`src/rtl/pipelined_ctrl_decoder.sv`:
```
// Single-slot instruction control decoder: registers the decoded control vector,
// stretches mul/div ops by MD_LAT cycles, and holds the result until consumed.
module pipelined_ctrl_decoder #(
  parameter int OPCODE_W = 5,
  parameter int ALUOP_W  = 5,
  parameter int MD_LAT   = 32
) (
  input  logic                clock,
  input  logic                reset_n,
  input  logic                flush,
  input  logic                in_valid,
  output logic                in_ready,
  input  logic [OPCODE_W-1:0] in_opcode,
  input  logic [ALUOP_W-1:0]  in_aluop,
  output logic                out_valid,
  input  logic                out_ready,
  output logic [11:0]         out_ctrl,
  output logic [ALUOP_W-1:0]  out_aluop,
  output logic                out_illegal,
  output logic                busy
);

  localparam int CNT_W = (($clog2(MD_LAT) + 1) > 8) ? ($clog2(MD_LAT) + 1) : 8;
  localparam logic [CNT_W-1:0] CNT_LOAD = CNT_W'(MD_LAT - 1);
  localparam logic [CNT_W-1:0] CNT_ONE  = {{(CNT_W-1){1'b0}}, 1'b1};

  typedef enum logic [1:0] {
    IDLE    = 2'd0,
    MD_WAIT = 2'd1,
    HOLD    = 2'd2
  } state_t;

  typedef struct packed {
    logic [11:0]        ctrl;
    logic [ALUOP_W-1:0] aluop;
    logic               illegal;
    logic               md;
  } dec_t;

  // ctrl bits: Rwe Rsrc2 ALUinB DMwe Rwd BR JP JAL JR BLT SETX BEX
  function automatic dec_t decode(input logic [OPCODE_W-1:0] op,
                                  input logic [ALUOP_W-1:0]  alu);
    dec_t d;
    d = '0;
    if ((op >> 5) != '0) begin
      d.illegal = 1'b1;
    end else begin
      case (op[4:0])
        5'b00000: begin
          d.ctrl  = 12'h800;
          d.aluop = alu;
          d.md    = (alu[4:0] == 5'b00110) || (alu[4:0] == 5'b00111);
        end
        5'b00001: d.ctrl = 12'h020;
        5'b00010: begin d.ctrl = 12'h440; d.aluop = ALUOP_W'(5'd1); end
        5'b00011: d.ctrl = 12'h830;
        5'b00100: d.ctrl = 12'h408;
        5'b00101: d.ctrl = 12'hA00;
        5'b00110: begin d.ctrl = 12'h444; d.aluop = ALUOP_W'(5'd1); end
        5'b00111: d.ctrl = 12'h700;
        5'b01000: d.ctrl = 12'hA80;
        5'b10101: d.ctrl = 12'h802;
        5'b10110: d.ctrl = 12'h001;
        default:  d.illegal = 1'b1;
      endcase
    end
    return d;
  endfunction

  state_t             state_r, state_s;
  logic [CNT_W-1:0]   cnt_r, cnt_s;
  logic               valid_r, valid_s;
  logic [11:0]        ctrl_r, ctrl_s;
  logic [ALUOP_W-1:0] aluop_r, aluop_s;
  logic               illegal_r, illegal_s;
  logic               busy_r, busy_s;
  logic               ready_base_s, in_ready_s, accept_s;
  dec_t               dec_s;

  assign dec_s = decode(in_opcode, in_aluop);

  // Input handshake: open when idle or when the held result drains this cycle.
  always_comb begin
    ready_base_s = 1'b0;
    case (state_r)
      IDLE:    ready_base_s = 1'b1;
      HOLD:    ready_base_s = out_ready;
      MD_WAIT: ready_base_s = 1'b0;
      default: ready_base_s = 1'b0;
    endcase
    in_ready_s = ready_base_s & ~flush;
    accept_s   = in_valid & in_ready_s;
  end

  // Next-state and next-output logic; flush outranks accept and countdown.
  always_comb begin
    state_s   = state_r;
    cnt_s     = cnt_r;
    valid_s   = valid_r;
    ctrl_s    = ctrl_r;
    aluop_s   = aluop_r;
    illegal_s = illegal_r;
    if (flush) begin
      state_s   = IDLE;
      cnt_s     = '0;
      valid_s   = 1'b0;
      ctrl_s    = 12'h000;
      aluop_s   = '0;
      illegal_s = 1'b0;
    end else if (accept_s) begin
      ctrl_s    = dec_s.ctrl;
      aluop_s   = dec_s.aluop;
      illegal_s = dec_s.illegal;
      if (dec_s.md) begin
        state_s = MD_WAIT;
        cnt_s   = CNT_LOAD;
        valid_s = 1'b0;
      end else begin
        state_s = HOLD;
        cnt_s   = '0;
        valid_s = 1'b1;
      end
    end else begin
      case (state_r)
        IDLE: state_s = IDLE;
        MD_WAIT: begin
          if (cnt_r == '0) begin
            state_s = HOLD;
            valid_s = 1'b1;
          end else begin
            cnt_s = cnt_r - CNT_ONE;
          end
        end
        HOLD: begin
          if (out_ready) begin
            state_s = IDLE;
            valid_s = 1'b0;
          end else begin
            state_s = HOLD;
          end
        end
        default: begin
          state_s = IDLE;
          valid_s = 1'b0;
        end
      endcase
    end
    busy_s = (state_s == MD_WAIT);
  end

  // State and output registers.
  always_ff @(posedge clock or negedge reset_n) begin
    if (!reset_n) begin
      state_r   <= IDLE;
      cnt_r     <= '0;
      valid_r   <= 1'b0;
      ctrl_r    <= 12'h000;
      aluop_r   <= '0;
      illegal_r <= 1'b0;
      busy_r    <= 1'b0;
    end else begin
      state_r   <= state_s;
      cnt_r     <= cnt_s;
      valid_r   <= valid_s;
      ctrl_r    <= ctrl_s;
      aluop_r   <= aluop_s;
      illegal_r <= illegal_s;
      busy_r    <= busy_s;
    end
  end

  assign in_ready    = in_ready_s;
  assign out_valid   = valid_r;
  assign out_ctrl    = ctrl_r;
  assign out_aluop   = aluop_r;
  assign out_illegal = illegal_r;
  assign busy        = busy_r;

endmodule

```
`config.mk`:
```
export PLATFORM = sky130hd
export DESIGN_NAME = pipelined_ctrl_decoder
export DESIGN_NICKNAME = d
export VERILOG_FILES = /design/src/rtl/pipelined_ctrl_decoder.sv
export SDC_FILE = /design/constraint.sdc
export NUM_CORES = 1
export LEC_CHECK = 0
export BUFFER_PORTS_ARGS = -buffer_cell sky130_fd_sc_hd__buf_2
export CAP_MARGIN = 20
export CORE_MARGIN = 2
export CORE_UTILIZATION = 53
export CTS_CLUSTER_DIAMETER = 50
export DETAILED_ROUTE_END_ITERATION = 12
export PLACE_DENSITY = 0.9
export SLEW_MARGIN = 30
export SYNTH_ARGS = -nofsm -noshare
export SYNTH_HDL_FRONTEND = slang
export SYNTH_SLANG_ARGS = --single-unit
```
`constraint.sdc`:
```
create_clock -name clock -period 2.5 [get_ports clock]
set_clock_uncertainty 0.05 [all_clocks]
set_input_delay 0.375 -clock clock [delete_from_list [all_inputs] [get_ports clock]]
set_output_delay 0.375 -clock clock [all_outputs]
set_load 0.03 [all_outputs]
```
# == After elaboration in Yosys (flattened, before gate mapping) ==
# Cells that the tools add are included.
# classes
add_sub_neg,1
mul,0
div_mod_pow,0
magnitude_cmp,0
eq_ne,19
shifts,0
n_mux,28
bitwise_logic,3
n_reduce_logical,10
# ops
cell,count
$pmux W12 S11,1
$mux W8,4
$eq A5 B3 Y1 const B,6
$mux W12,2
$mux W5,3
$reduce_or A11 Y1,1
$eq A5 B2 Y1 const B,2
$eq A5 B5 Y1 const B,2
$mux W2,5
$pmux W5 S2,1
$mux W1,9
$logic_not A8 Y1,1
$ne A4 B4 Y1 const B,2
$sub A8 B1 Y8 const B,1
$ne A3 B3 Y1 const B,2
$eq A5 B1 Y1 const B,1
$eq A5 B4 Y1 const B,1
$logic_not A5 Y1,1
$eq A2 B1 Y1 const B,2
$pmux W2 S2,1
$pmux W1 S3,1
$reduce_and A3 Y1,1
$reduce_bool A3 Y1,1
$and A1 B1 Y1,2
other kinds (8),8
# word_totals
register_bits,30
latch_bits,0
ramBits,0
romBits,0
memories,0

# == Longest topological paths before layout ==
# depth
depth_word,7
ltp_mapped,7
depth_no_buf,6

# == Least setup slack after synthesis ==
# OpenSTA, ideal clock, no wires.
# synth_path
path_type,register to register
from,reg cnt_r[0]
to,reg cnt_r[2]
arrival_time_ns,1.777
required_ns,2.363
slack_ns,0.586
stages_incl_launch_ff,8
path_buffers,1
synth_period_minus_slack_ns,1.914
cell_sequence,dfrtp_1 > inv_1 > ha_1 > or3b_2 > o21a_1 > buf_6 > a31o_1 > a211oi_2
# synth_between
elab_chain_len,5
# synth_rtl
item,line_no,source
"start, declared",71,"logic [CNT_W-1:0] cnt_r, cnt_s;"
"start signal, assigned",163,cnt_r <= cnt_s;
$sub A8 B1 Y8,131,cnt_s = cnt_r - CNT_ONE;
$mux W8,127,if (cnt_r == '0) begin
$mux W8,124,case (state_r)
$mux W8,110,end else if (accept_s) begin
$mux W8,103,if (flush) begin
# Parallel ways exist; a longest one is shown, timed or not. The select of a mux whose other input is x is not followed.
# A chain may end at the register's enable or synchronous reset.

# == Final worst setup path ==
# layout_path
from,reg cnt_r[0]
to,reg cnt_r[3]
# The elaborated chain is that of the path after synthesis.

==> flow_summary.json <==
{
  "die_area_um2": 3455,
  "fmax_ghz": 0.4553,
  "drv_slew": 0,
  "drt_iter0_drc": 40,
  "synth_edf_count": 0,
  "area_delta_synth_final_pct": 15.97,
  "grt_first_pass_wirelength_um": 6499,
  "synth.distinct_cells": 48,
  "hp-class": "input port to async pin",
  "drc": 0,
  "fin_total_pwr_mw": 0.9912,
  "worstSetupPathType": "flip-flop to flip-flop",
  "synth.avg_cell_area_um2": 10.67,
  "cts_tree": "done",
  "crit_fanout": 10,
  "hold_viol_final": 0,
  "grtUsageTotal": 0.2501,
  "ios": 36,
  "cts-htree-levels": 2,
  "viasPerCell": 6.347,
  "period_share": 0.8786,
  "ys_seq_area_frac": 0.4721,
  "grt_antenna_before_repair": 0,
  "crit_path_end_kind": "flip-flop",
  "cts.repair.resized": 0,
  "rsz0062_at_grt": "false",
  "fin_area_um2": 1844,
  "wl_per_cell_um": 17.48,
  "tns_ps": 0,
  "rows": 19,
  "crit_required_ps": 2670,
  "drt-pass1-iter-count": 4,
  "port_buffers": 35,
  "start_kind": "flip-flop",
  "gp_congestion": 0.8739,
  "path_clk_slew_ps": 90,
  "arrival_ps": 2370,
  "final_common_cell": "buf_2",
  "setup_ws_ps": 303.5,
  "cts.sinks": 30,
  "die_w_um": 58.78,
  "relSlewSlack": 0.5434,
  "dpl_cell_area_um2": 1784,
  "cts_setup_buffers": 0,
  "outcome": "completed",
  "clockRootBuffer": "clkbuf_4",
  "max_slew.worst_pin.slew_ps": 684.9,
  "maxCapViolCount": 0,
  "powerDensity_nw_per_um2": 537.5,
  "post-place-cells": 211,
  "netlist_instances": 149,
  "setup_viol": 0,
  "die_h_um": 58.78,
  "place_ws_ps": 387.9,
  "ys_async_sr_fraction": 1.000,
  "leakagePower_nw": 0.9338,
  "ys_ff_latch": 30,
  "ctsHoldBuffers": 0,
  "vdd_ir_drop_max_v": 0.0004359,
  "cts_max_path_buffers": 2,
  "core_um2": 2805,
  "wirelength_um": 3829,
  "period_needed_ps": 2197,
  "syn_nets": 169,
  "syn_area_um2": 1590,
  "final_cell_mix": "buf_2 (35), dfrtp_1 (30), nor2_1 (13)",
  "synth_top_flop_cell": "dfrtp_1",
  "grt_pass1_vias": 1409,
  "drive_gt1_frac": 0.2766,
  "insertion_delay_ps": 330,
  "initial_core_util": 0.5669,
  "layout.cells.non_filler": 219,
  "numCtsBuffers": 5,
  "final_nets": 207,
  "holdWs_ps": 25.55,
  "fin_util": 0.6574,
  "num_vias": 1390,
  "hpwl_um": 2845,
  "n_antenna_cell": 0,
  "ys_warn_count": 0,
  "ant_nets": 0,
  "grt_remaining_overflow": 0,
  "grt_max_degree": 31
}
-- registers in the layout, indices dropped and copies added, names as in the netlist --
signal / cells
out_ctrl: 12
cnt_r: 8
out_valid: 1
out_illegal: 1
state_r: 2
out_aluop: 5
busy: 1
-- Yosys cell counts (3+ instances only) --
library cell | n | share of area
a211oi_1 | 3 | 0.014
a21o_1 | 6 | 0.028
a21oi_1 | 5 | 0.016
a22o_1 | 8 | 0.044
a32o_1 | 5 | 0.031
clkbuf_1 | 4 | 0.0094
dfrtp_1 | 30 | 0.47
ha_1 | 5 | 0.039
inv_1 | 8 | 0.019
nand2_1 | 4 | 0.0094
nand3_1 | 3 | 0.0094
nor2_1 | 13 | 0.031
nor3_1 | 6 | 0.019
o21ai_0 | 4 | 0.013
-- worst max-delay path: stages (launching register included) --
cell,delay (ps)
dfrtp_1,440
inv_1,110
ha_1,150
or3b_2,490
o21a_1,310
a31o_1,250
a211oi_1,300
-- cells by family (layout without fill, tap and decap cells) --
family                   count (synthesis)  in the layout  share of synthesized area
AO/OA/AOI/OAI                           50             50                     0.2541
XOR/XNOR                                 2              2                    0.01102
adder cells (fa/ha/maj)                  6              6                    0.04563
buffers and inverters                   15             54                    0.04563
flip-flops                              30             30                     0.4721
AND/OR/NAND/NOR                         46             46                     0.1715
-- report_power, final --
| group | switching, mW | leakage, nW | internal [mW] | total, mW |
|---|---|---|---|---|
| Sequential | 0.0167 | 0.411 | 0.500 | 0.517 |
| Combinational | 0.107 | 0.488 | 0.0623 | 0.170 |
| Clock | 0.169 | 0.0353 | 0.136 | 0.305 |
| Total | 0.293 | 0.934 | 0.698 | 0.991 |
-- path summary, 6_finish.rpt --
| check | start | end | slack (ps) | depth (start not counted) |
|---|---|---|---|---|
| min in group clock | flush | out_ctrl[7]$_DFFE_PN0P_ | 210 | 2 |
| min | reset_n | cnt_r[3]$_DFFE_PN0P_ | 30 | 1 |
| max reg2reg | cnt_r[0]$_DFFE_PN0P_ | cnt_r[3]$_DFFE_PN0P_ | 300 | 6 |
| min reg2reg | out_ctrl[6]$_DFFE_PN0P_ | out_ctrl[6]$_DFFE_PN0P_ | 440 | 1 |
| max in group asynchronous | reset_n | state_r[1]$_DFF_PN0_ | 1940 | 1 |
| max | cnt_r[0]$_DFFE_PN0P_ | cnt_r[3]$_DFFE_PN0P_ | 300 | 6 |
-- metal layers --
layer  track usage  routed length (um)  up-vias
met2        0.4254                2028       51
met1        0.2976                1496      679
li1              -                   -      648
met3       0.06593                 200       12
met5             0                   0        -
met4        0.1071                 102        0
-- area by class of cell --
type / count / area (um2)
fillers: 230 / 960.9
well taps: 31 / 38.79
repair buffers: 38 / 197.7
clock inverters: 1 / 5.005
multi-input cells: 104 / 767.0
inverters: 8 / 30.03
clock buffers: 7 / 55.05
flip-flops and latches: 30 / 750.7
Note: power is estimated with default switching activity, not from simulation.
